===== config.mk =====
export PLATFORM = sky130hd
export DESIGN_NAME = alu_exec_unit
export DESIGN_NICKNAME = d
export VERILOG_FILES = /design/src/rtl/alu_exec_pkg.sv /design/src/rtl/alu_exec_unit_shift_iter.sv /design/src/rtl/alu_exec_unit.sv
export SDC_FILE = /design/constraint.sdc
export NUM_CORES = 1
export LEC_CHECK = 0
export BUFFER_PORTS_ARGS = -buffer_cell sky130_fd_sc_hd__clkbuf_2
export CAP_MARGIN = 40
export CORE_AREA = 5 5 172 174
export CTS_CLUSTER_SIZE = 28
export DETAILED_ROUTE_END_ITERATION = 6
export DIE_AREA = 0 0 177 179
export PLACE_DENSITY = 0.62
export SYNTH_ARGS = -nofsm -noshare
export SYNTH_HDL_FRONTEND = slang
export SYNTH_HIERARCHICAL = 1
export SYNTH_SLANG_ARGS = --single-unit

===== constraint.sdc =====
create_clock -name clk -period 2.5 [get_ports clk]
set_input_delay 0.25 -clock clk [delete_from_list [all_inputs] [get_ports clk]]
set_output_delay 0.25 -clock clk [all_outputs]
set_load 0.05 [all_outputs]

===== src/rtl/alu_exec_pkg.sv =====
// Shared ALU control encodings (mirroring define.v) and small decode helpers
// for the execute stage.
package alu_exec_pkg;

    localparam logic [3:0] ALU_AND = 4'b0000;
    localparam logic [3:0] ALU_OR  = 4'b0001;
    localparam logic [3:0] ALU_ADD = 4'b0010;
    localparam logic [3:0] ALU_SLL = 4'b0011;
    localparam logic [3:0] ALU_SRL = 4'b0100;
    localparam logic [3:0] ALU_SUB = 4'b0110;
    localparam logic [3:0] ALU_SLT = 4'b0111;
    localparam logic [3:0] ALU_EQ  = 4'b1000;

    function automatic logic is_shift(input logic [3:0] ctrl);
        return (ctrl == ALU_SLL) || (ctrl == ALU_SRL);
    endfunction

endpackage


===== src/rtl/alu_exec_unit_shift_iter.sv =====
// Iterative 1-bit-per-cycle logical shifter: load latches operand, count and
// direction; done flags the cycle whose step produces the final value.
module alu_shift_iter #(
    parameter int DATA_W  = 32,
    parameter int SHAMT_W = 5
) (
    input  logic               clk,
    input  logic               rst,
    input  logic               load,
    input  logic               dir_left,
    input  logic [DATA_W-1:0]  src,
    input  logic [SHAMT_W-1:0] shamt,
    output logic               done,
    output logic [DATA_W-1:0]  res
);

    logic [DATA_W-1:0]  acc_q, acc_d, step;
    logic [SHAMT_W-1:0] cnt_q, cnt_d;
    logic               dir_q, dir_d;

    always_comb begin
        step  = dir_q ? (acc_q << 1) : (acc_q >> 1);
        acc_d = acc_q;
        cnt_d = cnt_q;
        dir_d = dir_q;
        if (load) begin
            acc_d = src;
            cnt_d = shamt;
            dir_d = dir_left;
        end else if (cnt_q != '0) begin
            // counter parks at zero, so a full-width shift never wraps
            acc_d = step;
            cnt_d = cnt_q - SHAMT_W'(1);
        end
    end

    assign done = (cnt_q == SHAMT_W'(1));
    assign res  = step;

    always_ff @(posedge clk or posedge rst) begin
        if (rst) begin
            acc_q <= '0;
            cnt_q <= '0;
            dir_q <= 1'b0;
        end else begin
            acc_q <= acc_d;
            cnt_q <= cnt_d;
            dir_q <= dir_d;
        end
    end

endmodule


===== src/rtl/alu_exec_unit.sv =====
// ALU execute stage: single-cycle arithmetic/logic ops, iterative SLL/SRL with
// PC stall. Define ALU_FAST_SHIFT_EN to use a one-cycle barrel shifter instead.
module alu_exec_unit
    import alu_exec_pkg::*;
#(
    parameter int DATA_W  = 32,
    parameter int SHAMT_W = 5
) (
    input  logic               clk,
    input  logic               rst,
    input  logic               start,
    input  logic [3:0]         alu_ctrl,
    input  logic [DATA_W-1:0]  src_a,
    input  logic [DATA_W-1:0]  src_b,
    input  logic [SHAMT_W-1:0] shamt,
    output logic [DATA_W-1:0]  result,
    output logic               zero,
    output logic               valid,
    output logic               busy,
    output logic               stall
);

    logic [DATA_W-1:0] op_res;
    logic [DATA_W-1:0] result_q, result_d;
    logic              zero_q, zero_d;
    logic              valid_q, valid_d;

    always_comb begin
        op_res = '0;
        case (alu_ctrl)
            ALU_ADD: op_res = src_a + src_b;
            ALU_SUB: op_res = src_a - src_b;
            ALU_AND: op_res = src_a & src_b;
            ALU_OR:  op_res = src_a | src_b;
            ALU_SLT: op_res = DATA_W'($signed(src_a) < $signed(src_b));
            ALU_EQ:  op_res = DATA_W'(src_a == src_b);
`ifdef ALU_FAST_SHIFT_EN
            ALU_SLL: op_res = src_b << shamt;
            ALU_SRL: op_res = src_b >> shamt;
`else
            // only reached with shamt==0; nonzero amounts go to the iterator
            ALU_SLL, ALU_SRL: op_res = src_b;
`endif
            default: op_res = '0;
        endcase
    end

`ifdef ALU_FAST_SHIFT_EN
    assign busy = 1'b0;

    always_comb begin
        result_d = result_q;
        zero_d   = zero_q;
        valid_d  = 1'b0;
        if (start) begin
            result_d = op_res;
            zero_d   = (op_res == '0);
            valid_d  = 1'b1;
        end
    end
`else
    typedef enum logic {IDLE, SHIFT} state_t;
    state_t            state_q, state_d;
    logic              sh_load, sh_done;
    logic [DATA_W-1:0] sh_res;

    alu_shift_iter #(.DATA_W(DATA_W), .SHAMT_W(SHAMT_W)) u_shift (
        .clk      (clk),
        .rst      (rst),
        .load     (sh_load),
        .dir_left (alu_ctrl == ALU_SLL),
        .src      (src_b),
        .shamt    (shamt),
        .done     (sh_done),
        .res      (sh_res)
    );

    always_comb begin
        state_d  = state_q;
        result_d = result_q;
        zero_d   = zero_q;
        valid_d  = 1'b0;
        sh_load  = 1'b0;
        case (state_q)
            IDLE: if (start) begin
                if (is_shift(alu_ctrl) && (shamt != '0)) begin
                    sh_load = 1'b1;
                    state_d = SHIFT;
                end else begin
                    result_d = op_res;
                    zero_d   = (op_res == '0);
                    valid_d  = 1'b1;
                end
            end
            SHIFT: if (sh_done) begin
                result_d = sh_res;
                zero_d   = (sh_res == '0);
                valid_d  = 1'b1;
                state_d  = IDLE;
            end
        endcase
    end

    always_ff @(posedge clk or posedge rst) begin
        if (rst) state_q <= IDLE;
        else     state_q <= state_d;
    end

    assign busy = (state_q == SHIFT);
`endif

    always_ff @(posedge clk or posedge rst) begin
        if (rst) begin
            result_q <= '0;
            zero_q   <= 1'b1;
            valid_q  <= 1'b0;
        end else begin
            result_q <= result_d;
            zero_q   <= zero_d;
            valid_q  <= valid_d;
        end
    end

    assign result = result_q;
    assign zero   = zero_q;
    assign valid  = valid_q;
    assign stall  = busy;

endmodule


Yosys cells after proc, flatten, opt, wreduce, memory -nomap -nowiden
Index checks and enable logic that the tools add are counted.

word-level totals
  register bits after elaboration = 73
  output and inout bits = 36
  logic and storage cells = 59

cells by class
  add/subtract/negate cells = 3
  magnitude comparators = 1
  equality and inequality tests = 12
  multiplexer cells = 23
  bitwise operators = 3
  reductions and logical operators = 10

operators with widths
  kind                   number
  $pmux W32 S7           1
  $mux W32               6
  $logic_not A32 Y1      2
  $pmux W32 S2           1
  $add A32 B32 Y32       1
  $and A32 B32 Y32       1
  $eq A32 B32 Y1         1
  $lt A32 B32 Y1         1
  $or A32 B32 Y32        1
  $sub A32 B32 Y32       1
  $eq A4 B3 Y1 const B   3
  $mux W1                10
  $mux W5                2
  $reduce_bool A5 Y1     2
  $eq A4 B2 Y1 const B   2
  $pmux W1 S2            3
  $eq A5 B1 Y1 const B   1
  $sub A5 B1 Y5 const B  1
  $eq A4 B1 Y1 const B   1
  $eq A4 B4 Y1 const B   1
  $logic_not A4 Y1       1
  $ne A2 B2 Y1 const B   2
  $reduce_and A3 Y1      1
  $ne A2 B1 Y1 const B   1
  other kinds (5)        5

Depth between registers and ports, before layout
  depth after elaboration = 7
  depth in mapped cells = 14

Cells and area by module
The synthesis kept the hierarchy.

by module, submodules not included
  module          instances  cells each  area each (um^2)  sequential area each (um^2)
  alu_exec_unit   1          1043        7413.4            877.1
  alu_shift_iter  1          208         2170.8            950.9

Worst setup path after synthesis
Ideal clock, no wire load.

  path kind = input -> register
  start = input src_a[6]
  end = register zero_q (netlist: zero)
  library setup time = 0.072 ns
  arrival = 3.236 ns
  required time = 2.428 ns
  slack = -0.808 ns
  stages on the path = 13
  path buffers = 1
  cells stage by stage = inv_1 ha_1 buf_6 or4_4 a211oi_2 nor3_2 o21a_1 or4_1 a311o_1 a211o_1 nor4_1 nand4_1 o21ai_1

between the ends
  cells in the longest elaborated chain, start to end = 6
  elaborated cells on any way between the ends = 11
  classes of those cells = 2 x add/sub; 1 x order compare; 1 x eq/ne; 4 x mux; 2 x bitwise; 1 x reduce/logical

RTL lines
  item                                      line                  source
  start: declaration                        alu_exec_unit.sv:13   input logic [DATA_W-1:0] src_a,
  $sub A32 B32 Y32 (tied with other cells)  alu_exec_unit.sv:32   ALU_SUB: op_res = src_a - src_b;
  $pmux W32 S7 *                            alu_exec_unit.sv:30   case (alu_ctrl)
  $logic_not A32 Y1 *                       alu_exec_unit.sv:91   zero_d = (op_res == '0);
  $mux W1 *                                 alu_exec_unit.sv:86   if (is_shift(alu_ctrl) && (shamt != '0)) begin
  $mux W1 *                                 alu_exec_unit.sv:85   IDLE: if (start) begin
  $pmux W1 S2 *                             alu_exec_unit.sv:84   case (state_q)
  end signal: assignment                    alu_exec_unit.sv:119  zero_q <= zero_d;
  end: declaration                          alu_exec_unit.sv:25   logic zero_q, zero_d;

Mark *: on every way between the ends. The rest lies on a longest branch, timed or not. The select of a mux whose other input is x is not followed.
A chain may end at the register's enable or synchronous reset.

Worst setup path after layout
  start = input src_b[7]
  end = register zero_q (netlist: zero)

between the ends
  cells in the longest elaborated chain, start to end = 6
  elaborated cells on any way between the ends = 11
  classes of those cells = 2 x add/sub; 1 x order compare; 1 x eq/ne; 4 x mux; 2 x bitwise; 1 x reduce/logical

RTL lines
  item                                      line                 source
  start: declaration                        alu_exec_unit.sv:14  input logic [DATA_W-1:0] src_b,
  $sub A32 B32 Y32 (tied with other cells)  alu_exec_unit.sv:32
  $pmux W32 S7 *                            alu_exec_unit.sv:30
  $logic_not A32 Y1 *                       alu_exec_unit.sv:91
  $mux W1 *                                 alu_exec_unit.sv:86
  $mux W1 *                                 alu_exec_unit.sv:85
  $pmux W1 S2 *                             alu_exec_unit.sv:84

Marks and branches as above.

==> results.ini <==
[drt]
vias=11400
drtIter0Drc=1054
dr.pass1.iters=7
drc_errors=0
postRouteAntennaNets=0
wl_um=39800
wl_per_cell_um=19.1
vias_per_cell=5.49

[die]
die_y_um=179
die_x_um=177
die_area_mm2=0.0317
core-area_mm2=0.0276
ios=112
start_util_pct=34.7
fp-row-count=61

[global_routing]
grt_start_max_net_pins=62
grt_usage_pct=24.3
grt-ovfl-total=0
antenna_found_initial=0
grt_pass1_wl_um=61900
grt_pass1_vias=11400

[timing]
fin_crit_sh_pct=125
setup_viol_count_final=17
worst_slack_ps=-635
rsz0062_at_grt=true
holdWs_ps=30.4
period_needed_ps=3130
worst_pin_slew_ps=779
maxSlewViolCount=0
clock.fmax_mhz=319
slew_headroom_pct=48.0
final-hold-violation-count=0
fin_skew_ps=6.69

[placement]
portBuffers=111
gp_congestion=1.00
dp_hpwl_um=31600
dpl-instance-area_mm2=0.0134
place_inst=2043

[yosys]
synth_ff_type=dfrtp_1
syn-num-nets=1444
synth_top_area_share_pct=18.8
seq_area_frac_synth_pct=19.1
synth_edf_count=0
synth_warnings=6
async_reset_ff_share_pct=100
synth.distinct_cells=84
synth_area_mm2=0.00958
synth_area_leaders=dfrtp_1 (19%), ha_1 (15%), mux2i_1 (6.0%)
synthesis.instances=1251
synth_top_cell_by_area=dfrtp_1
syn_area_per_cell_um2=7.66
synth-seq-cells=73

[worst_setup_path]
rr_worst_depth=13
required_ps=2760
crit_start=src_b[7]
r2r_slack_ps=-280
critical_path_class=in2reg
critPathArrivalTime_ps=3390
timing.rr.start=u_shift/cnt_q[1]
start_kind=input port
r2r-end=zero
worstSetupEndpointType=flop
endpoint=zero
cp_max_fo=3

[final_layout]
antennaDiodeCount=0
stdcell_count=2087
syn2layout_area_growth_pct=58.8
layout.nets=1897
final_common_cell=buf_4
post-route-cell-area_mm2=0.0152
post-route-util_pct=55.1
fillerInstances=2588
final_cell_mix=buf_4 (388), nand2_1 (104), clkbuf_2 (96), ha_1 (90), nor2_1 (85)
drive_gt1_share_pct=46.1

[clocking]
clock_path_buffers=2
cts.sinks=73
cts_root_buffer=clkbuf_16
h-tree-depth=3
cts_buffers=9
clkSlewWorstSetupHoldPaths_ps=50
cts_tree=built
clock_latency_ps=330

[power_and_ir_drop]
p_leak_nw=7.33
ir_worst_vdd_uv=379
power_density_mw_per_mm2=581
power_mw=8.85

[run_status]
outcome=finished, violations left
violations=negative setup slack

[hold_path]
holdCritPathClass=in2async

[run]
maxCapViolCount=0

==> cell type report <==
cell class              instances  area [µm²]  share of cell area [%]
multi-input cells             988        8290                    54.5
repair buffers                525        3930                    25.8
flip-flops and latches         73        1830                    12.0
well taps                     378         473                    3.11
inverters                     107         429                    2.82
clock buffers                  13         260                    1.71
clock inverters                 3        15.0                  0.0986
==> cells by family after synthesis <==
family,share of synthesized area [%]
fa+ha+maj,15.4
mux,10.1
buf+inv,8.08
xor+xnor,0.914
flops,19.1
compound gates,28.2
simple gates,18.2
==> cell usage after synthesis, drive strengths merged, types with 4 or more instances <==
library cell,number
ha,115
nand2,112
a21oi,109
inv,106
o21ai,102
nor2,93
dfrtp,72
mux2i,57
clkbuf,56
mux2,35
a211oi,30
buf,27
nor3,23
nand3,21
nor4,21
a21o,15
a221oi,14
a31oi,13
o31ai,13
nand4,12
o21bai,12
nor2b,11
o211ai,10
nand2b,9
or3,9
a211o,8
and2,8
o21a,8
or4,8
nor4b,7
xnor2,7
a2111oi,6
a221o,6
o22ai,6
or2,6
a222oi,5
a311oi,5
and3,5
o31a,5
a22oi,4
o311a,4
==> state kept, by name, summed over array words and instances (netlist names) <==
| signal | cells |
|---|---|
| valid | 1 |
| u_shift/cnt_q | 5 |
| u_shift/dir_q | 1 |
| u_shift/acc_q | 32 |
| result | 32 |
| zero | 1 |
| busy | 1 |
==> worst max-delay path: stages <==
cell and delay, ps:
buf_6 100, inv_4 50, ha_4 210, or4_4 560, a211oi_4 260, nor3_2 90, o21a_1 220, or4_1 530
a311o_1 320, a211o_1 330, nor4_2 170, nand4_1 160, o21ai_1 150
==> layer usage <==
| layer | up-vias | routed length, µm | part of all wire, % | global-route usage, % |
|---|---|---|---|---|
| met5 | - | 0 | 0 | 0 |
| met4 | 0 | 1210 | 3.0 | 7.58 |
| met3 | 90 | 2660 | 6.7 | 3.04 |
| met2 | 458 | 18000 | 45 | 39.7 |
| met1 | 5434 | 18000 | 45 | 33.6 |
| li1 | 5466 | - | - | - |
==> where the power goes <==
group | internal [mW] | leakage [nW] | switching (mW)
sequential | 1.63 | 0.950 | 0.302
combinational | 2.37 | 6.24 | 3.38
clock | 0.720 | 0.139 | 0.449
==> how the worst min path moves through the flow <==
| stage | startpoint | end | slack (ps) | depth (start not counted) |
|---|---|---|---|---|
| floorplan | shamt[3] | u_shift/cnt_q[3] | 370 | 2 |
| global placement | rst | u_shift/acc_q[2] | 400 | 3 |
| detailed placement | rst | u_shift/acc_q[2] | 400 | 3 |
| CTS | rst | u_shift/acc_q[4] | 60 | 3 |
| global route | rst | u_shift/acc_q[2] | 90 | 3 |
| finish | rst | u_shift/acc_q[2] | 30 | 3 |
==> through the flow <==
stage / worst slack (ps) / setup TNS [ps]
6_report: -635 / -5560
4_1_cts: -584 / -4640
3_5_place_dp: -1100 / -18270
5_1_grt: -710 / -7470
3_3_place_gp: -1050 / -17480
2_1_floorplan: -688 / -2100
==> repair_timing <==
action,CTS,global route
pin swaps,64,60
setup buffers,29,13
gates resized for setup,166,134
endpoints found under the setup margin,24,27
hold buffers,0,0
(Power assumes the default switching activity.)
